--- config.mk ---
export PLATFORM = sky130hd
export DESIGN_NAME = xr_port_sched
export DESIGN_NICKNAME = d
export VERILOG_FILES = /design/src/rtl/xr_port_sched.sv
export SDC_FILE = /design/constraint.sdc
export NUM_CORES = 1
export LEC_CHECK = 0
export ABC_AREA = 0
export CORE_UTILIZATION = 44
export DETAILED_ROUTE_END_ITERATION = 8
export PLACE_DENSITY = 0.87
export SLEW_MARGIN = 20
export SYNTH_ARGS = -nofsm -noshare
export SYNTH_HDL_FRONTEND = slang
export SYNTH_SLANG_ARGS = --single-unit
--- constraint.sdc ---
create_clock -name clk -period 5.1 [get_ports clk]
set_clock_uncertainty 0.05 [all_clocks]
set_input_delay 1.02 -clock clk [delete_from_list [all_inputs] [get_ports clk]]
set_output_delay 1.02 -clock clk [all_outputs]
set_load 0.01 [all_outputs]
--- src/rtl/xr_port_sched.sv ---
// Shares the single XR access port between NREQ requesters: fixed priority, one access in flight,
// with optional anti-starvation promotion built only when XR_SCHED_STARVE_EN is defined.
module xr_port_sched #(
    parameter int NREQ         = 3,
    parameter int STARVE_LIMIT = 15
) (
    input  logic                 clk,
    input  logic                 reset_n,
    input  logic [NREQ-1:0]      req_sel_i,
    input  logic [NREQ-1:0]      req_wr_i,
    input  logic [NREQ*16-1:0]   req_addr_i,
    input  logic [NREQ*16-1:0]   req_data_i,
    output logic [NREQ-1:0]      req_ack_o,
    output logic [15:0]          req_data_o,
    output logic [NREQ-1:0]      grant_o,
    output logic                 xr_sel_o,
    output logic                 xr_wr_o,
    output logic [15:0]          xr_addr_o,
    output logic [15:0]          xr_data_o,
    input  logic                 xr_ack_i,
    input  logic [15:0]          xr_data_i,
    output logic [1:0]           dbg_state_o
);

    // Handshake: a requester holds req_sel_i until its one-cycle req_ack_o; the port side holds
    // xr_sel_o and all xr_*_o stable until the one-cycle xr_ack_i, which only counts in ISSUE.
    typedef enum logic [1:0] {
        S_IDLE  = 2'd0,
        S_ISSUE = 2'd1,
        S_DONE  = 2'd2
    } state_t;

    state_t          state;
    logic [NREQ-1:0] excl;
    logic [NREQ-1:0] eligible;
    logic [NREQ-1:0] pool;
    logic [NREQ-1:0] win_oh;
    logic            win_wr;
    logic [15:0]     win_addr;
    logic [15:0]     win_data;
    logic            launch;

    assign dbg_state_o = state;

    // The requester just acked may still hold its sel during DONE; keep it out of that round.
    assign excl     = (state == S_DONE) ? grant_o : '0;
    assign eligible = req_sel_i & ~excl;

`ifdef XR_SCHED_STARVE_EN
    logic [3:0]      wait_cnt [NREQ];
    logic [NREQ-1:0] starved;

    always_comb begin
        starved = '0;
        for (int k = 0; k < NREQ; k++) begin
            starved[k] = eligible[k] && (wait_cnt[k] == 4'(STARVE_LIMIT));
        end
    end

    assign pool = (|starved) ? starved : eligible;

    always_ff @(posedge clk or negedge reset_n) begin
        if (!reset_n) begin
            for (int k = 0; k < NREQ; k++) wait_cnt[k] <= 4'd0;
        end else begin
            for (int k = 0; k < NREQ; k++) begin
                if (!req_sel_i[k] || grant_o[k] || (launch && win_oh[k])) begin
                    wait_cnt[k] <= 4'd0;
                end else if ((|grant_o) && (wait_cnt[k] != 4'hf)) begin
                    wait_cnt[k] <= wait_cnt[k] + 4'd1;
                end
            end
        end
    end
`else
    assign pool = eligible;
`endif

    // Lowest set index in the pool wins; scanning downward leaves that one last.
    always_comb begin
        win_oh   = '0;
        win_wr   = 1'b0;
        win_addr = '0;
        win_data = '0;
        for (int k = NREQ - 1; k >= 0; k--) begin
            if (pool[k]) begin
                win_oh    = '0;
                win_oh[k] = 1'b1;
                win_wr    = req_wr_i[k];
                win_addr  = req_addr_i[16*k +: 16];
                win_data  = req_data_i[16*k +: 16];
            end
        end
    end

    assign launch = ((state == S_IDLE) || (state == S_DONE)) && (|pool);

    always_ff @(posedge clk or negedge reset_n) begin
        if (!reset_n) begin
            state      <= S_IDLE;
            req_ack_o  <= '0;
            req_data_o <= '0;
            grant_o    <= '0;
            xr_sel_o   <= 1'b0;
            xr_wr_o    <= 1'b0;
            xr_addr_o  <= '0;
            xr_data_o  <= '0;
        end else begin
            req_ack_o <= '0;
            case (state)
                S_IDLE, S_DONE: begin
                    if (launch) begin
                        xr_sel_o  <= 1'b1;
                        xr_wr_o   <= win_wr;
                        xr_addr_o <= win_addr;
                        xr_data_o <= win_data;
                        grant_o   <= win_oh;
                        state     <= S_ISSUE;
                    end else begin
                        grant_o <= '0;
                        state   <= S_IDLE;
                    end
                end
                S_ISSUE: begin
                    if (xr_ack_i) begin
                        req_data_o <= xr_data_i;
                        xr_sel_o   <= 1'b0;
                        req_ack_o  <= grant_o;
                        state      <= S_DONE;
                    end
                end
                default: state <= S_IDLE;
            endcase
        end
    end

endmodule

# Word-level counts from Yosys, hierarchy flattened
# Index checks and enable logic that the tools add are counted.
[classes]
eq_ne = 4
bitwise = 2
muxes = 22
reduce_logical = 9
[op_table]
columns = ["op", "n"]
rows = [
  ["$mux 16", 6],
  ["$mux 3", 7],
  ["$mux 1", 6],
  ["$ne 2x2->1 const B", 2],
  ["$pmux 2 s2", 1],
  ["$reduce_and 2->1", 2],
  ["$and 3x3->3", 1],
  ["$not 3->3", 1],
  ["$reduce_and 3->1", 1],
  ["$reduce_or 3->1", 1],
  ["$eq 2x1->1 const B", 1],
  ["$eq 2x2->1 const B", 1],
  ["$logic_not 2->1", 1],
  ["$mux 2", 1],
  ["$pmux 1 s2", 1],
  ["$reduce_bool 2->1", 1],
  ["$reduce_or 2->1", 1],
  ["$logic_and 1x1->1", 1],
  ["$logic_or 1x1->1", 1],
]
[word_totals]
input_bits = 121
reg_bits = 58
output_inout_bits = 58
elab_cells = 45

# Logic depth before layout (Yosys ltp)
# Gate-level depths: netlist (run 1).
[logic_depth]
word_depth = 8
depth_mapped = 7
mapped_depth_nobuf = 4

# Worst setup path after synthesis (run 1)
# No wires, ideal clock.
[synth_path]
path_kind = "input -> register"
startpoint = "input port req_sel_i[0]"
endpoint = "register xr_addr_o[10]"
slack_ns = 2.902
stages = 6
n_path_buf = 3
t_arrival_ns = 2.069
path_cell_list = "clkbuf_1 -> nand2_4 -> a31oi_1 -> buf_4 -> buf_6 -> mux2i_1"
[synth_via]
elab_chain_len = 4
word_cells_on_any_way = 5
[synth_rtl]
columns = ["element", "line", "source"]
rows = [
  ["start, declared", "9", "input logic [NREQ-1:0] req_sel_i,"],
  ["$and 3x3->3 (*)", "47", "assign eligible = req_sel_i & ~excl;"],
  ["$reduce_or 3->1", "96", "assign launch = ((state == S_IDLE) || (state == S_DONE)) && (|pool);"],
  ["$logic_and 1x1->1", "96", ""],
  ["$reduce_and 2->1 (no source line)", "--", ""],
  ["end signal, assigned", "115", "xr_addr_o <= win_addr;"],
  ["end, declared", "18", "output logic [15:0] xr_addr_o,"],
]
# Every way passes the cells marked *; elsewhere a longest branch is shown, timed or not.
# A chain may end at the register's enable or synchronous reset.

# Worst setup path after layout (run 1)
[layout_path]
startpoint = "register state[0], in the netlist dbg_state_o[0]"
endpoint = "register xr_data_o[8]"
[layout_via]
elab_chain_len = 7
word_cells_on_any_way = 13
[layout_rtl]
columns = ["element", "line", "source"]
rows = [
  ["start, declared", "33", "state_t state;"],
  ["start signal, assigned", "100", "state <= S_IDLE;"],
  ["start signal, assigned", "118", "state <= S_ISSUE;"],
  ["start signal, assigned", "121", "state <= S_IDLE;"],
  ["$eq 2x2->1", "46, 96, 110", ""],
  ["$mux 3", "46", "assign excl = (state == S_DONE) ? grant_o : '0;"],
  ["$not 3->3", "47", ""],
  ["$and 3x3->3", "47", ""],
  ["$mux 16 or $reduce_or 3->1 (tied branches)", "86, 96", ""],
  ["$mux 16 or $logic_and 1x1->1 (tied branches)", "86, 96", ""],
  ["$mux 16 or $reduce_and 2->1 (tied branches)", "--", ""],
  ["end signal, assigned", "116", "xr_data_o <= win_data;"],
  ["end, declared", "19", "output logic [15:0] xr_data_o,"],
]
# Parallel ways exist; a longest one is shown, timed or not.

==> results of run 1 <==
worst min path at each step:
stage                                 to  slack (ns)  depth (start not counted)
final                     req_data_o[14]        0.43                          2
after global routing      req_data_o[13]        0.46                          2
after CTS                 req_data_o[10]        0.44                          2
after detailed placement  req_data_o[14]        0.42                          2
after global placement     req_data_o[8]        0.41                          2
after floorplan            req_data_o[0]        0.46                          2
per-layer routing:
| metal | wire, um | vias to the layer above | global-route usage [%] |
|---|---|---|---|
| met2 | 5330 | 165 | 44.5 |
| li1 | - | 1625 | - |
| met5 | 0 | - | 0 |
| met1 | 4390 | 1646 | 31.6 |
| met4 | 314 | 0 | 11.6 |
| met3 | 585 | 26 | 4.31 |
critical path, delay by kind of cell (launching register included):
kind                   cells  cell delay (ns)
and+or+nand+nor            2             1.11
AOI/OAI and AO/OA          1             0.86
DFF                        1             0.58
buffers and inverters      1             0.41
muxes                      1             0.23
stage by stage:
step                utilization [%]  instance area, um2  hold WS (ns)
global route                   70.7                5500         0.455
CTS                            70.7                5500         0.436
detailed placement             67.8                5270         0.419
finish                         70.7                5500         0.428
floorplan                         -                3540         0.464
global placement               67.8                5270         0.408
state kept, by name (all words and copies together) (netlist names):
register	count
xr_wr_o	1
req_ack_o	3
dbg_state_o	2
xr_data_o	16
grant_o	3
req_data_o	16
xr_sel_o	1
xr_addr_o	16
cells in the mapped netlist (4+ instances only):
master / count
and2_1: 4
buf_2: 7
buf_6: 7
nand2_1: 86
inv_1: 33
mux2i_1: 33
o22ai_1: 33
clkbuf_1: 20
a32o_1: 34
dfrtp_1: 58
a211oi_2: 30
cell type report:
class                           count  area [um2]  share of cell area (%)
Inverter                           34         128                    2.32
Sequential cell                    58        1450                    26.4
Clock buffer                       12         155                    2.82
Tap cell                          102         128                    2.32
Multi-Input combinational cell    235        1750                    31.9
Clock inverter                      4        73.8                    1.34
Timing Repair Buffer              183        1810                    32.9
power groups by stage:
stage / logic [uW] / registers (uW) / clock network [uW]
floorplan: 510 / 917 / 0
global placement: 1190 / 835 / 0
detailed placement: 1230 / 837 / 0
CTS: 1230 / 837 / 484
global route: 1320 / 870 / 507
finish: 1220 / 837 / 479
cells by family after synthesis:
logic type | Yosys count | share of synthesized area [%]
buffers and inverters | 74 | 9.91
multiplexers | 33 | 9.34
flip-flops | 58 | 41.0
AO/OA/AOI/OAI | 104 | 27.5
AND/OR/NAND/NOR | 98 | 12.2
==> impl_metrics.py, run 1 <==
metrics = {
    "synthesis": {
        "yosys.area.top_type": "dfrtp_1",
        "ys_ff_latch": 58,
        "async_flop_share_pct": 100,
        "synth.distinct_cells": 26,
        "synthesis.area_um2": 3540,
        "synthTopCellsByArea": "dfrtp_1, a211oi_2, a32o_1, mux2i_1, nand2_1",
        "synthFlopType": "dfrtp_1",
        "syn_area_per_cell_um2": 9.63,
        "syn_inst": 367,
        "syn_nets": 488,
        "ys_seq_area_share_pct": 41.0,
        "synth_edf_count": 0,
        "yosys_warnings": 0,
        "synth.top_cell.area_share_pct": 41.0,
    },
    "cells_and_area": {
        "antennaDiodeCount": 0,
        "nNetsFinal": 642,
        "fillCellCount": 589,
        "fin_cells": 628,
        "layout-area-overhead-vs-synth_pct": 55.4,
        "final_common_cell": "clkdlybuf4s50_1",
        "final_cell_mix": "clkdlybuf4s50_1, nand2_1, dfrtp_1, a32o_1",
        "drive_above_1_share_pct": 11.0,
    },
    "timing": {
        "min_period_ns": 3.33,
        "setup_viol_count_final": 0,
        "fmax_ghz": 0.300,
        "hold_viol": 0,
        "worstMarginPinSlew_ns": 0.973,
        "slew_headroom_pct": 35.2,
        "setup_tns_ns": 0,
        "rsz0062_at_grt": "no",
        "setup_ws_ns": 1.77,
        "maxSlewViolCount": 0,
        "period_share_pct": 65.4,
    },
    "die": {
        "dieArea_um2": 8400,
        "fp-row-count": 32,
        "die_w_um": 91.6,
        "boundaryPins": 179,
        "floorplan.initialDensity_pct": 45.5,
        "core_area_um2": 7770,
        "die_h_um": 91.6,
    },
    "worst_hold_path": {
        "hp-start": "req_data_o[14]",
        "min_path_type": "reg2reg",
    },
    "setup_path": {
        "crit_type": "reg2reg",
        "r2r_end": "xr_data_o[8]",
        "cp_data_required_time_ns": 5.29,
        "rr_startpoint": "dbg_state_o[0]",
        "end_kind": "register",
        "cp_slowest_cell": "a31oi_4",
        "slowest_delay_ns": 0.86,
        "rr_worst_depth": 5,
        "worstPathArrival_ns": 3.53,
        "worstSetupEndpoint": "xr_data_o[8]",
        "critPathLaunchType": "register",
        "r2r_slack_ns": 1.77,
        "path_cells": "nand3b_4 -> nand2_1 -> a31oi_4 -> buf_4 -> mux2i_1",
        "startpoint": "dbg_state_o[0]",
        "crit_path_max_fanout": 67,
    },
    "global_route": {
        "grt_pass1_vias": 3439,
        "grt_start_max_net_pins": 68,
        "overflow": 0,
        "grt_pass1_wl_um": 17000,
        "grt_antenna_before_repair": 0,
        "grt_use_total_pct": 25.8,
    },
    "pwr": {
        "power_uw": 2540,
        "switching_share_pct": 34.5,
        "power_frac_seq_pct": 33.0,
        "power_density_nw_per_um2": 462,
        "comb_power_share_pct": 48.2,
        "ir_drop_mv": 0.253,
        "p_clk_share_pct": 18.9,
        "p_sw_uw": 877,
        "p_int_uw": 1660,
        "p_leak_uw": 0.00239,
    },
    "clock_network": {
        "cts_made_buffers": 9,
        "clock_latency_ns": 0.33,
        "htreeDepth": 3,
        "cts_num_sinks": 58,
        "cts_tree": "built",
        "clk_pin_slew_ns": 0.07,
        "cts.repair.resized": 0,
        "cts_buffer_depth": 2,
        "hold_buffers": 0,
        "postCtsSetupRepairBufs": 0,
        "cts_root_buf": "clkbuf_8",
    },
    "routing": {
        "wl_um": 10600,
        "wl_per_cell_um": 16.9,
        "vias_per_cell": 5.51,
        "initialDrtViolationCount": 157,
        "ant_nets": 0,
        "drc": 0,
        "via_count": 3462,
        "drtPass1Iterations": 4,
    },
    "place": {
        "gp_congestion": 0.781,
        "port_buffers": 178,
        "pre_cts_ws_ns": 1.46,
        "dp.final_hpwl_um": 7270,
        "placedCellCount": 612,
    },
    "flow_run": {
        "max-cap-violations": 0,
    },
    "run_status": {
        "status": "finished clean",
    },
}
(Power assumes the default switching activity.)
==> run 2: changes to the inputs <==
Settings changed: CORE_UTILIZATION 44 to 41, PLACE_DENSITY 0.87 to 0.82.
Clock period 5.1 ns to 3.3 ns, I/O delays scaled along.
==> impl_metrics.py, run 2 (synthesis results as in run 1) <==
metrics = {
    "routing": {
        "via_count": 3457,
        "wl_um": 10600,
        "drc": 0,
        "initialDrtViolationCount": 139,
        "vias_per_cell": 5.44,
        "ant_nets": 0,
        "drtPass1Iterations": 4,
        "wl_per_cell_um": 16.7,
    },
    "setup_path": {
        "rr_startpoint": "dbg_state_o[0]",
        "r2r_slack_ns": 0.80,
        "critPathLaunchType": "register",
        "worstPathArrival_ns": 2.69,
        "crit_type": "reg2reg",
        "crit_path_max_fanout": 36,
        "end_kind": "register",
        "rr_worst_depth": 5,
        "r2r_end": "xr_addr_o[2]",
        "cp_data_required_time_ns": 3.49,
    },
    "timing": {
        "worstMarginPinSlew_ns": 0.946,
        "min_period_ns": 2.50,
        "maxSlewViolCount": 0,
        "rsz0062_at_grt": "no",
        "setup_tns_ns": 0,
        "period_share_pct": 75.7,
        "hold_viol": 0,
        "slew_headroom_pct": 36.9,
        "setup_viol_count_final": 0,
        "fmax_ghz": 0.400,
        "setup_ws_ns": 0.802,
    },
    "clock_network": {
        "cts_root_buf": "clkbuf_8",
        "clk_pin_slew_ns": 0.07,
        "cts_made_buffers": 9,
        "cts_tree": "built",
        "cts.repair.resized": 0,
        "htreeDepth": 3,
        "hold_buffers": 0,
        "postCtsSetupRepairBufs": 0,
        "cts_num_sinks": 58,
        "cts_buffer_depth": 2,
        "clock_latency_ns": 0.32,
    },
    "place": {
        "dp.final_hpwl_um": 7670,
        "placedCellCount": 620,
        "pre_cts_ws_ns": 0.830,
        "gp_congestion": 0.743,
        "port_buffers": 178,
    },
    "pwr": {
        "power_density_nw_per_um2": 689,
        "ir_drop_mv": 0.330,
        "p_leak_uw": 0.00238,
    },
    "global_route": {
        "grt_pass1_vias": 3172,
        "grt_antenna_before_repair": 0,
        "overflow": 0,
        "grt_use_total_pct": 23.1,
        "grt_pass1_wl_um": 15900,
        "grt_start_max_net_pins": 37,
    },
    "flow_run": {
        "max-cap-violations": 0,
    },
    "cells_and_area": {
        "final_common_cell": "clkdlybuf4s50_1",
        "antennaDiodeCount": 0,
        "nNetsFinal": 647,
        "final_cell_mix": "clkdlybuf4s50_1, nand2_1, dfrtp_1, a32o_1",
        "reg.largest.list": "req_data_o: 16 flops, xr_addr_o: 16 flops, xr_data_o: 16 flops",
        "fin_cells": 635,
        "drive_above_1_share_pct": 11.7,
        "fillCellCount": 659,
        "layout-area-overhead-vs-synth_pct": 54.9,
    },
    "worst_hold_path": {
        "min_path_type": "in2async",
    },
    "die": {
        "boundaryPins": 179,
        "die_h_um": 94.9,
        "dieArea_um2": 9000,
        "core_area_um2": 8300,
        "floorplan.initialDensity_pct": 42.6,
        "fp-row-count": 33,
        "die_w_um": 94.9,
    },
    "run_status": {
        "status": "finished clean",
    },
}
==> run 2: cell count changes in the layout (fill, tap and decap cells not counted) <==
cell | before | now
clkinv_4 | 1 | 0
clkinv_2 | 1 | 3
buf_4 | 5 | 10
bufinv_16 | 2 | 0
==> run 2: through the flow <==
stage / instance area [um2] / util, % / hold slack, ns / power [uW]
after global placement: 5310 / 64.0 / 0.408 / 3150
after detailed placement: 5310 / 64.0 / 0.414 / 3220
final: 5480 / 66.0 / 0.311 / 3770
after floorplan: 3540 / - / 0.314 / 2210
after CTS: 5480 / 66.0 / 0.323 / 3800
after global routing: 5480 / 66.0 / 0.355 / 4010
==> run 2: per-layer routing <==
| layer | up-vias | global-route usage, % | share of wire (%) |
|---|---|---|---|
| li1 | 1634 | - | - |
| met4 | 0 | 6.57 | 0.43 |
| met3 | 4 | 4.99 | 7.8 |
| met2 | 155 | 39.2 | 51 |
| met5 | - | 0 | 0 |
| met1 | 1664 | 29.6 | 41 |
==> run 2: cell type report <==
cell class	instances	area, um2	area share [%]
Clock buffer	12	155	2.83
Clock inverter	3	15.0	0.274
Inverter	34	128	2.33
Multi-Input combinational cell	235	1750	32.0
Sequential cell	58	1450	26.5
Tap cell	105	131	2.40
Timing Repair Buffer	188	1850	33.7
==> run 2: worst max-delay path: stages, from the launching register on <==
cell,delay [ns]
dfrtp_1,0.58
nand3b_4,0.51
nand2_4,0.36
a31oi_4,0.29
buf_4,0.34
mux2i_1,0.24
==> run 2: worst max-delay path by stage <==
stage	startpoint	to	slack (ns)	depth (start not counted)
floorplan	req_sel_i[0]	xr_addr_o[10]	1.46	6
global placement	req_sel_i[0]	xr_data_o[2]	0.90	5
CTS	dbg_state_o[0]	xr_addr_o[2]	0.84	5
global route	dbg_state_o[0]	xr_addr_o[2]	0.64	5
detailed placement	req_sel_i[0]	xr_data_o[8]	0.83	5
finish	dbg_state_o[0]	xr_addr_o[2]	0.80	5
==> run 2: report_power, final <==
group	total (uW)	internal, uW	switching (uW)
sequential	1300	1050	250
clock	569	305	263
combinational	1900	1060	840
==> run 3: changes to the inputs <==
Settings changed: CORE_UTILIZATION 41 to 37, PLACE_DENSITY 0.82 to 0.78.
Clock period 3.3 ns to 2.25 ns, I/O delays scaled along.
==> impl_metrics.py, run 3 (synthesis results as in run 1) <==
metrics = {
    "timing": {
        "worstMarginPinSlew_ns": 0.600,
        "period_share_pct": 89.4,
        "min_period_ns": 2.01,
        "setup_tns_ns": 0,
        "setup_viol_count_final": 0,
        "maxSlewViolCount": 0,
        "fmax_ghz": 0.497,
        "rsz0062_at_grt": "no",
        "slew_headroom_pct": 60.0,
        "hold_viol": 0,
    },
    "cells_and_area": {
        "layout-area-overhead-vs-synth_pct": 60.5,
        "fin_cells": 667,
        "reg.largest.list": "req_data_o: 16 flops, xr_addr_o: 16 flops, xr_data_o: 16 flops",
        "final_core_util_pct": 61.4,
        "fillCellCount": 786,
        "antennaDiodeCount": 0,
        "nNetsFinal": 654,
        "drive_above_1_share_pct": 13.0,
        "final_cell_mix": "clkdlybuf4s50_1, nand2_1, dfrtp_1, a32o_1",
        "final_common_cell": "clkdlybuf4s50_1",
    },
    "pwr": {
        "power_density_nw_per_um2": 1010,
        "ir_drop_mv": 0.475,
        "power_uw": 5740,
        "p_leak_uw": 0.00246,
    },
    "routing": {
        "wl_per_cell_um": 16.7,
        "via_count": 3472,
        "vias_per_cell": 5.21,
        "ant_nets": 0,
        "initialDrtViolationCount": 124,
        "wl_um": 11100,
        "drc": 0,
        "drtPass1Iterations": 5,
    },
    "clock_network": {
        "cts.repair.resized": 0,
        "cts_num_sinks": 58,
        "cts_tree": "built",
        "cts_buffer_depth": 2,
        "hold_buffers": 0,
        "postCtsSetupRepairBufs": 0,
        "cts_root_buf": "clkbuf_8",
        "cts_made_buffers": 9,
        "htreeDepth": 3,
        "clk_pin_slew_ns": 0.07,
        "clock_latency_ns": 0.34,
    },
    "setup_path": {
        "cp_slowest_cell": "clkdlybuf4s50_1",
        "path_cells": "clkdlybuf4s50_1",
        "r2r_end": "xr_addr_o[8]",
        "crit_path_max_fanout": 7,
        "r2r_slack_ns": 0.44,
        "critPathLaunchType": "register",
        "crit_buf_inv": 1,
        "slowest_delay_ns": 0.62,
        "end_kind": "primary output",
        "crit_family": "buffers and inverters",
        "worstPathArrival_ns": 1.51,
        "rr_worst_depth": 6,
        "cp_data_required_time_ns": 1.75,
        "crit_type": "reg2out",
        "rr_startpoint": "dbg_state_o[0]",
    },
    "global_route": {
        "overflow": 0,
        "grt_use_total_pct": 23.0,
        "grt_start_max_net_pins": 54,
        "grt_pass1_vias": 3592,
        "grt_pass1_wl_um": 17600,
        "grt_antenna_before_repair": 0,
    },
    "die": {
        "floorplan.initialDensity_pct": 38.3,
        "dieArea_um2": 9950,
        "die_h_um": 99.8,
        "core_area_um2": 9240,
        "boundaryPins": 179,
        "fp-row-count": 35,
        "die_w_um": 99.8,
    },
    "run_status": {
        "status": "finished clean",
    },
    "place": {
        "dp.final_hpwl_um": 8230,
        "gp_congestion": 0.780,
        "placedCellCount": 651,
        "port_buffers": 178,
    },
    "worst_hold_path": {
        "min_path_type": "in2async",
    },
    "flow_run": {
        "max-cap-violations": 0,
    },
}
-- run 3: cell types whose count changed in the layout (fill, tap and decap cells not counted), sizes merged --
cell and change:
buf +7, clkbuf -2, bufinv +1, clkinv +1, clkinvlp +1
-- run 3: worst max path at each step --
stage                         from             end  slack [ns]  cells past startpoint
floorplan           dbg_state_o[0]    xr_data_o[0]        0.60                      7
global placement      req_sel_i[0]    xr_data_o[5]        0.30                      5
detailed placement    req_sel_i[0]    xr_data_o[4]        0.23                      5
CTS                 dbg_state_o[1]  dbg_state_o[1]        0.22                      1
global route        dbg_state_o[1]  dbg_state_o[1]        0.19                      1
finish              dbg_state_o[1]  dbg_state_o[1]        0.24                      1
-- run 3: power by group --
part           switching, uW  internal, uW  total, uW
Combinational           1290          1640       2930
Sequential               336          1550       1880
Clock                    426           503        929
-- run 3: layout make-up --
type / instances / area (um2) / area share (%)
flip-flops and latches: 58 / 1450 / 25.6
clock inverters: 6 / 57.6 / 1.01
multi-input cells: 235 / 1750 / 30.8
repair buffers: 195 / 2000 / 35.2
well taps: 129 / 161 / 2.84
inverters: 34 / 128 / 2.25
clock buffers: 10 / 128 / 2.25
-- run 3: metrics by stage --
stage / hold WS [ns] / setup WS (ns) / instance area, um2
2_1_floorplan: 0.104 / 0.598 / 3540
3_3_place_gp: 0.408 / 0.302 / 5490
3_5_place_dp: 0.416 / 0.234 / 5490
4_1_cts: 0.0784 / 0.216 / 5680
5_1_grt: 0.0928 / 0.189 / 5680
6_report: 0.0558 / 0.239 / 5680
-- run 3: per-layer routing --
layer,part of all wire [%],routed length [um],up-vias,track usage (%)
met4,1.5,169,0,8.26
met3,7.0,779,16,6.18
met1,42,4670,1655,27.4
li1,-,-,1652,-
met5,0,0,-,0
met2,49,5490,149,39.6
